**config.mk**
```make
export PLATFORM = sky130hd
export DESIGN_NAME = pr_grant_queue
export DESIGN_NICKNAME = d
export VERILOG_FILES = /design/src/rtl/pr_pkg.sv /design/src/rtl/pr_onehot_pick.sv /design/src/rtl/pr_grant_queue.sv
export SDC_FILE = /design/constraint.sdc
export NUM_CORES = 1
export LEC_CHECK = 0
export CAP_MARGIN = 40
export CORE_MARGIN = 2
export CORE_UTILIZATION = 46
export CTS_CLUSTER_DIAMETER = 80
export CTS_CLUSTER_SIZE = 20
export DETAILED_ROUTE_END_ITERATION = 7
export PLACE_DENSITY = 0.84
export SLEW_MARGIN = 20
export SYNTH_ARGS = -nofsm -noshare
export SYNTH_HDL_FRONTEND = slang
export SYNTH_SLANG_ARGS = --single-unit
```
**constraint.sdc**
```tcl
create_clock -name clk -period 2.55 [get_ports clk]
set_input_delay 0.255 -clock clk [delete_from_list [all_inputs] [get_ports clk]]
set_output_delay 0.255 -clock clk [all_outputs]
set_load 0.02 [all_outputs]
```
**src/rtl/pr_pkg.sv**
```systemverilog
// Shared definitions for the priority-request grant path.
//   pr_q_state_t   : occupancy state of the single-entry grant register.
//   pr_onehot2idx  : one-hot to binary index conversion (up to 64 lines),
//                    shared with other priority-encoder users.
package pr_pkg;

  typedef enum logic {
    PRQ_EMPTY = 1'b0,
    PRQ_FULL  = 1'b1
  } pr_q_state_t;

  // OR-reduction of the indices of all set bits; exact for a one-hot input,
  // returns 0 for an all-zero input.
  function automatic logic [5:0] pr_onehot2idx(input logic [63:0] onehot);
    logic [5:0] idx;
    idx = '0;
    for (int unsigned i = 0; i < 64; i++) begin
      if (onehot[i]) idx = idx | 6'(i);
    end
    return idx;
  endfunction

endpackage

```
**src/rtl/pr_onehot_pick.sv**
```systemverilog
// Combinational highest-index-wins selector.
//   cand : candidate request vector
//   pick : one-hot of the highest set bit of cand; all zeros when cand == 0
module pr_onehot_pick #(
  parameter int W = 8
) (
  input  logic [W-1:0] cand,
  output logic [W-1:0] pick
);

  // Scanning upward and overwriting leaves only the highest set bit.
  always_comb begin
    pick = '0;
    for (int unsigned i = 0; i < W; i++) begin
      if (cand[i]) begin
        pick    = '0;
        pick[i] = 1'b1;
      end
    end
  end

endmodule

```
**src/rtl/pr_grant_queue.sv**
```systemverilog
// Sticky request capture plus registered priority grant.
// Request pulses accumulate in a pending register; the highest-priority
// pending, enabled line is loaded into a single-entry grant register and
// offered on a valid/ready handshake. The granted bit is retired from
// pending at the moment it is loaded.
//   clk, rst      : clock, asynchronous active-high reset
//   req_in        : single-cycle request pulses
//   mask          : per-line enable (0 = hold pending, never select)
//   grant_valid   : grant register occupied
//   grant_ready   : consumer accepts when grant_valid & grant_ready
//   grant_onehot  : registered one-hot grant (0 when not valid)
//   grant_idx     : registered binary index of grant_onehot (0 when not valid)
//   pending       : sticky pending register
//   overflow      : sticky flag, request coalesced into an already-pending bit
//   clr_ovf       : synchronous clear of overflow (a new event wins)
module pr_grant_queue
  import pr_pkg::*;
#(
  parameter  int wordLen = 8,
  localparam int IDX_W   = (wordLen > 1) ? $clog2(wordLen) : 1
) (
  input  logic               clk,
  input  logic               rst,
  input  logic [wordLen-1:0] req_in,
  input  logic [wordLen-1:0] mask,
  output logic               grant_valid,
  input  logic               grant_ready,
  output logic [wordLen-1:0] grant_onehot,
  output logic [IDX_W-1:0]   grant_idx,
  output logic [wordLen-1:0] pending,
  output logic               overflow,
  input  logic               clr_ovf
);

  pr_q_state_t        state, state_nx;
  logic [wordLen-1:0] merged;
  logic [wordLen-1:0] cand;
  logic [wordLen-1:0] pick;
  logic [wordLen-1:0] retire;
  logic [wordLen-1:0] pending_nx;
  logic               accept;
  logic               load;
  logic               ovf_event;
  logic               ovf_nx;

  assign merged      = pending | req_in;
  assign cand        = merged & mask;
  assign grant_valid = (state == PRQ_FULL);
  assign accept      = grant_valid & grant_ready;

  pr_onehot_pick #(
    .W (wordLen)
  ) u_pick (
    .cand (cand),
    .pick (pick)
  );

  always_comb begin
    state_nx   = state;
    load       = 1'b0;
    retire     = '0;
    pending_nx = merged;
    ovf_event  = 1'b0;
    ovf_nx     = overflow;

    case (state)
      PRQ_EMPTY: begin
        if (cand != '0) begin
          load     = 1'b1;
          state_nx = PRQ_FULL;
        end
      end
      PRQ_FULL: begin
        if (accept) begin
          if (cand != '0) begin
            load     = 1'b1;
            state_nx = PRQ_FULL;
          end else begin
            state_nx = PRQ_EMPTY;
          end
        end
      end
      default: state_nx = PRQ_EMPTY;
    endcase

    if (load) retire = pick;
    pending_nx = merged & ~retire;

    // A repeat request on a bit that this cycle's load retires is consumed
    // by that load rather than coalesced, so it is not an overflow.
    ovf_event = |(req_in & pending & ~retire);
    if (ovf_event)    ovf_nx = 1'b1;
    else if (clr_ovf) ovf_nx = 1'b0;
  end

  always_ff @(posedge clk or posedge rst) begin
    if (rst) begin
      state        <= PRQ_EMPTY;
      pending      <= '0;
      grant_onehot <= '0;
      grant_idx    <= '0;
      overflow     <= 1'b0;
    end else begin
      state    <= state_nx;
      pending  <= pending_nx;
      overflow <= ovf_nx;
      if (load) begin
        grant_onehot <= pick;
        grant_idx    <= IDX_W'(pr_onehot2idx(64'(pick)));
      end else if (accept) begin
        grant_onehot <= '0;
        grant_idx    <= '0;
      end
    end
  end

endmodule

```
==> metrics.md, run 1 <==
| Metric | Value |
|---|---|
| Cts repair resizes | `0` |
| Adder-cell area share of the yosys netlist | `0` |
| Synth top area share | `0.5054` |
| Number of cells on the worst reg-to-reg path | `5` |
| Final hold vios | `0` |
| Most frequent cells in the layout | `clkdlybuf4s50_1 (40), dfrtp_1 (21), nand2_1 (15)` |
| DP Worst Slack | `0.3183 ns` |
| CTS Buf Count | `3` |
| Drt first pass iters | `4` |
| Area after DPL | `1456 um2` |
| CP Data Required Time | `2.77 ns` |
| Slew @ Worst Pin | `0.6655 ns` |
| All-layer global routing usage | `0.1901` |
| RSZ-0062 raised after global routing | `no` |
| Synth Area in Compound Gates | `0.2804` |
| Ys flop type | `dfrtp_1` |
| Worst-skew pair later-pin latency | `0.30 ns` |
| Post-synthesis instance total | `100` |
| CTS Root Cell | `clkbuf_4` |
| P_leak | `0.6069 nW` |
| Initial Util | `0.4792` |
| CTS clk-pin slew, worst paths | `0.11 ns` |
| CP Data Arrival Time | `2.17 ns` |
| Clock buffer depth | `2` |
| Critical R2R Capture | `grant_idx[0]$_DFFE_PP0P_` |
| CTS hold repair buffers | `0` |
| Post-synthesis register bit count | `21` |
| CP Max Fanout | `11` |
| Flop-to-flop setup slack | `0.60 ns` |
| Synthesis-to-finish area growth | `44.04%` |
| DRT iter0 DRCs | `33` |
| Async SR Flop Fraction | `1.000` |
| Status | `complete, no violations` |
| Fin crit share | `0.7632` |
| Post-synthesis xor/xnor area fraction | `0` |
| HP Class | `in2async` |
| Mapped Nets | `120` |
| DR WL/cell | `14.11 um` |
| Max-Cap Viols | `0` |
| Final Instance Area | `1498 um2` |
| Startpoint Class | `register` |
| IO buf count | `40` |
| Pwr dens | `474.1 nW/um2` |
| Commonest non-fill, non-tap cell in the layout | `clkdlybuf4s50_1` |
| Synth area leader | `dfrtp_1` |
| Number of synthesized flops with an enable pin | `0` |
| Fin nets | `164` |
| Final core occ | `0.6903` |
| CTS tree | `built` |
| TNS Setup | `0 ns` |
| Crit. Startpoint | `pending[4]$_DFF_PP0_` |
| Count of cell types in the netlist | `33` |
| Vias in the first global route | `827` |
| IO Pins | `41` |
| Post-DP HPWL | `1906 um` |
| Initial antenna violation count | `0` |
| Multiplexer area fraction after synthesis | `0` |
| FILL cells | `185` |
| Routed via count | `962` |
| Setup repair bufs after CTS | `0` |
| Avg Inst Size Synth | `10.40 um2` |
| Die W | `51.54 um` |
| Top post-synthesis cells by area | `dfrtp_1 (51%), nand2_1 (5.4%), nor2_1 (3.6%)` |
| Share of post-route cells with drive strength above 1 | `0.07692` |
| Fmax achieved | `513.8 MHz` |
| Sink Count | `21` |
| Rel. slew slack | `0.5548` |
| Ys Warns | `0` |
| Core area | `2170 um2` |
| Worst setup margin | `0.6039 ns` |
| Seq/Total Area, Yosys | `0.5054` |
| Worst setup endpoint | `grant_idx[0]$_DFFE_PP0P_` |
| GPL Wtd Cong | `0.8295` |
| Setup Skew | `0.003784 ns` |
| H-Tree Depth | `1` |
| Worst Setup End Kind | `register` |
| Synth Area in Simple Gates | `0.1889` |
| Final setup violation count | `0` |
| Mapped cell area | `1040 um2` |
| # rows | `17` |
| Vias per std cell | `5.626` |
| Drt total wl | `2413 um` |
| Die Area | `2656 um2` |
| Worst R2R Start | `pending[4]$_DFF_PP0_` |
| Pins Over Slew Limit | `0` |
| Global-route wire length before repair | `3760 um` |
| Largest net degree at the start of global routing | `22` |
| Grt ovf | `0` |
| Min cycle time layout | `1.946 ns` |
| Routed Antenna Nets | `0` |
| Antenna diodes | `0` |
| # DRC | `0` |
| DIE HEIGHT | `51.54 um` |
| Worst vdd ir | `0.3679 mV` |
| Largest family of logic cells by synthesized area | `compound AO/OA/AOI/OAI gates` |
| Setup CP Type | `reg2reg` |
through the flow:
step | power [mW] | std cells | hold slack, ns
final | 0.7101 | 171 | 0.09589
after global routing | 0.7430 | 171 | 0.08455
after CTS | 0.7132 | 170 | 0.4098
after detailed placement | 0.5547 | 166 | 0.4699
after global placement | 0.5505 | 166 | 0.4609
after floorplan | 0.4646 | 100 | 0.2315
cell usage after synthesis (2+ instances only):
library cell / count
o21ai_4: 2
nand2_1: 15
o21ai_0: 4
a32o_1: 2
nor2_1: 10
nand2b_1: 2
o21ai_1: 4
dfrtp_1: 21
a21oi_1: 6
o21a_1: 4
nor2b_1: 2
a31oi_1: 3
a21o_1: 2
a22o_1: 2
inv_1: 2
a311oi_1: 2
where the power goes:
part,internal [mW],switching [mW],total (mW)
logic,0.0887,0.0932,0.182
registers,0.352,0.0162,0.368
clock network,0.0610,0.0988,0.160
per-layer routing:
metal  vias up  global-route usage  routed length (um)  share of wire
met2        30              0.3291                1272           0.53
met3         4             0.02011                 125          0.052
met5         -                   0                   0              0
met4         0             0.05263                  14         0.0058
met1       474              0.2538                1000           0.41
li1        454                   -                   -              -
registers in the layout, indices dropped and copies added, names as in the netlist:
name / count
grant_onehot: 8
pending: 8
grant_idx: 3
grant_valid: 1
overflow: 1
logic make-up after synthesis:
family | Yosys count
flops | 21
simple gates | 38
compound gates | 37
buf+inv | 4
how the worst min path moves through the flow:
stage                                        endpoint                        start  slack, ns
after global routing      grant_onehot[0]$_DFFE_PP0P_                          rst       0.08
after global placement    grant_onehot[7]$_DFFE_PP0P_  grant_onehot[7]$_DFFE_PP0P_       0.46
after floorplan              grant_idx[0]$_DFFE_PP0P_                          rst       0.23
after detailed placement  grant_onehot[6]$_DFFE_PP0P_  grant_onehot[6]$_DFFE_PP0P_       0.47
final                     grant_onehot[0]$_DFFE_PP0P_                          rst        0.1
after CTS                    grant_idx[2]$_DFFE_PP0P_                          rst       0.41
worst max-delay path: stages, from the launching register on:
cell and delay, ns:
dfrtp_1 0.43, o21ai_1 0.28, nand4_4 0.20, o41ai_4 0.70
nand2_1 0.15, o211ai_1 0.12
area by class of cell:
class / instances / area (um2) / area share
multi-input combinational: 75 / 488.0 / 0.3258
tap: 28 / 35.03 / 0.02339
timing repair buffer: 41 / 415.4 / 0.2774
inverter: 2 / 7.507 / 0.005013
sequential: 21 / 525.5 / 0.3509
clock buffer: 4 / 26.28 / 0.01754
Note: power is estimated with default switching activity, not from simulation.
==> run 2, diff against run 1 <==
--- a/config.mk
+++ b/config.mk
@@ -7,11 +7,11 @@
 export LEC_CHECK = 0
 export CAP_MARGIN = 40
 export CORE_MARGIN = 2
-export CORE_UTILIZATION = 46
+export CORE_UTILIZATION = 42
 export CTS_CLUSTER_DIAMETER = 80
 export CTS_CLUSTER_SIZE = 20
 export DETAILED_ROUTE_END_ITERATION = 7
-export PLACE_DENSITY = 0.84
+export PLACE_DENSITY = 0.78
 export SLEW_MARGIN = 20
 export SYNTH_ARGS = -nofsm -noshare
 export SYNTH_HDL_FRONTEND = slang
==> constraint.sdc (replaced) <==
create_clock -name clk -period 1.8 [get_ports clk]
set_input_delay 0.18 -clock clk [delete_from_list [all_inputs] [get_ports clk]]
set_output_delay 0.18 -clock clk [all_outputs]
set_load 0.02 [all_outputs]
==> run 2 against run 1 <==
  * Core utilization grew 0.65 points
  * Register-to-register slack worse by 0.49 ns
  * Sequential power grew 42%
  * Critical endpoint is now overflow$_DFFE_PP0P_
  * Largest power group unchanged
==> metrics.md, run 2 (synthesized netlist as in run 1, its figures left out) <==
| Metric | Value |
|---|---|
| Status | `complete, no violations` |
| CTS Buf Count | `3` |
| Global-route wire length before repair | `4657 um` |
| Post-DP HPWL | `2280 um` |
| # DRC | `0` |
| Area after DPL | `1639 um2` |
| Initial antenna violation count | `0` |
| Synthesis-to-finish area growth | `61.49%` |
| Grt ovf | `0` |
| Worst vdd ir | `0.5040 mV` |
| IO Pins | `41` |
| DRT iter0 DRCs | `33` |
| Largest registers | `grant_onehot (8), pending (8), grant_idx (3)` |
| Met3 Use GR | `0.03611` |
| Seq pwr share | `0.489` |
| Worst Setup End Kind | `register` |
| DIE HEIGHT | `53.76 um` |
| Die Area | `2890 um2` |
| All-layer global routing usage | `0.2299` |
| Drt first pass iters | `4` |
| CP Data Arrival Time | `1.88 ns` |
| Pins Over Slew Limit | `0` |
| CP Data Required Time | `2.00 ns` |
| Worst setup endpoint | `overflow$_DFFE_PP0P_` |
| Combinational power share | `0.278` |
| Most frequent cells in the layout | `clkdlybuf4s50_1 (40), buf_4 (24), dfrtp_1 (19)` |
| Area of the multi-input gates | `499.2 um2` |
| CP Max Fanout | `7` |
| H-Tree Depth | `1` |
| Crit. Startpoint | `grant_valid$_DFF_PP0_` |
| Fin nets | `187` |
| Most used routing layer | `met2` |
| Register Area | `528.0 um2` |
| GPL Wtd Cong | `0.8450` |
| Routed via count | `1049` |
| Antenna diodes | `0` |
| Psw | `328.7 uW` |
| Startpoint Class | `register` |
| GRT met2 Usage | `0.3720` |
| Drt total wl | `2887 um` |
| Critical R2R Capture | `overflow$_DFFE_PP0P_` |
| Setup CP Type | `reg2reg` |
| Final hold vios | `0` |
| Initial Util | `0.4315` |
| CTS tree | `built` |
| Slew @ Worst Pin | `0.5440 ns` |
| Min cycle time layout | `1.688 ns` |
| Sink Count | `21` |
| RSZ-0062 raised after global routing | `no` |
| Clock buffer depth | `2` |
| Final Instance Area | `1679 um2` |
| Fmax achieved | `592.5 MHz` |
| FILL cells | `205` |
| Vias per std cell | `5.352` |
| CTS Root Cell | `clkbuf_4` |
| Worst setup margin | `0.1122 ns` |
| P_leak | `0.7170 nW` |
| Die W | `53.76 um` |
| Worst-skew pair later-pin latency | `0.32 ns` |
| Final setup violation count | `0` |
| Max-Cap Viols | `0` |
| DR WL/cell | `14.73 um` |
| HP Class | `in2async` |
| DP Worst Slack | `-0.1431 ns` |
| Number of cells on the worst reg-to-reg path | `5` |
| Share of post-route cells with drive strength above 1 | `0.2229` |
| TNS Setup | `0 ns` |
| # rows | `18` |
| Largest net degree at the start of global routing | `22` |
| Setup Skew | `0.006450 ns` |
| Commonest non-fill, non-tap cell in the layout | `clkdlybuf4s50_1` |
| Vias in the first global route | `997` |
| IO buf count | `40` |
| Routed Antenna Nets | `0` |
| Rel. slew slack | `0.6366` |
| Met1 Use GR | `0.2907` |
| CTS clk-pin slew, worst paths | `0.13 ns` |
| Sw frac | `0.3067` |
| Int Power | `743.0 uW` |
| Pwr dens | `638.3 nW/um2` |
| Clock power share | `0.233` |
| Flop-to-flop setup slack | `0.11 ns` |
| Setup repair bufs after CTS | `0` |
| Core area | `2410 um2` |
| Worst R2R Start | `grant_valid$_DFF_PP0_` |
| Fin crit share | `0.9377` |
==> run 2: cell count changes in the layout (fill, tap and decap cells not counted), sizes merged <==
cell,before,now
buf,1,24
==> run 2: area by class of cell <==
type	count	share of cell area
Multi-Input combinational cell	75	0.2973
Timing Repair Buffer	64	0.3458
Inverter	2	0.004471
Sequential cell	21	0.3145
Tap cell	30	0.02235
Clock buffer	4	0.01565
==> run 2: layer usage <==
metal  vias up  part of all wire
li1        501                 -
met1       515              0.42
met2        26              0.51
met3         7             0.036
met4         0             0.026
met5         -                 0
==> run 2: critical path, cell delays in order (launching register included) <==
cell	delay, ns
dfrtp_1	0.46
nor2b_1	0.25
nor2_1	0.23
nand4_1	0.14
a311oi_1	0.33
o2111ai_1	0.15
==> run 2: power by group through the flow <==
stage	clock network, mW	logic (mW)	registers (mW)
3_3_place_gp	0	0.291	0.530
6_report	0.250	0.298	0.524
2_1_floorplan	0	0.0942	0.564
5_1_grt	0.274	0.323	0.528
3_5_place_dp	0	0.296	0.532
4_1_cts	0.247	0.298	0.522
==> run 2: stage by stage <==
stage | hold WS, ns | std cells | total power [mW] | util
CTS | 0.1896 | 196 | 1.067 | 0.6911
global placement | 0.4613 | 192 | 0.8212 | 0.6802
global route | 0.1958 | 196 | 1.125 | 0.6968
finish | 0.1692 | 196 | 1.072 | 0.6968
floorplan | 0.1565 | 100 | 0.6582 | -
detailed placement | 0.4677 | 192 | 0.8280 | 0.6802
==> run 2: worst min-delay path by stage <==
stage / startpoint / to / slack [ns] / cells past startpoint
final: rst / grant_onehot[0]$_DFFE_PP0P_ / 0.17 / 3
after global routing: rst / pending[3]$_DFF_PP0_ / 0.20 / 3
after CTS: rst / grant_onehot[0]$_DFFE_PP0P_ / 0.19 / 3
after detailed placement: grant_onehot[6]$_DFFE_PP0P_ / grant_onehot[6]$_DFFE_PP0P_ / 0.47 / 2
after global placement: grant_onehot[1]$_DFFE_PP0P_ / grant_onehot[1]$_DFFE_PP0P_ / 0.46 / 1
after floorplan: rst / grant_idx[0]$_DFFE_PP0P_ / 0.16 / 1
==> run 2: what timing repair did <==
item / CTS / global route
endpoints found under the setup margin: 0 / 7
gates resized for setup: 0 / 5
hold buffers: 0 / 0
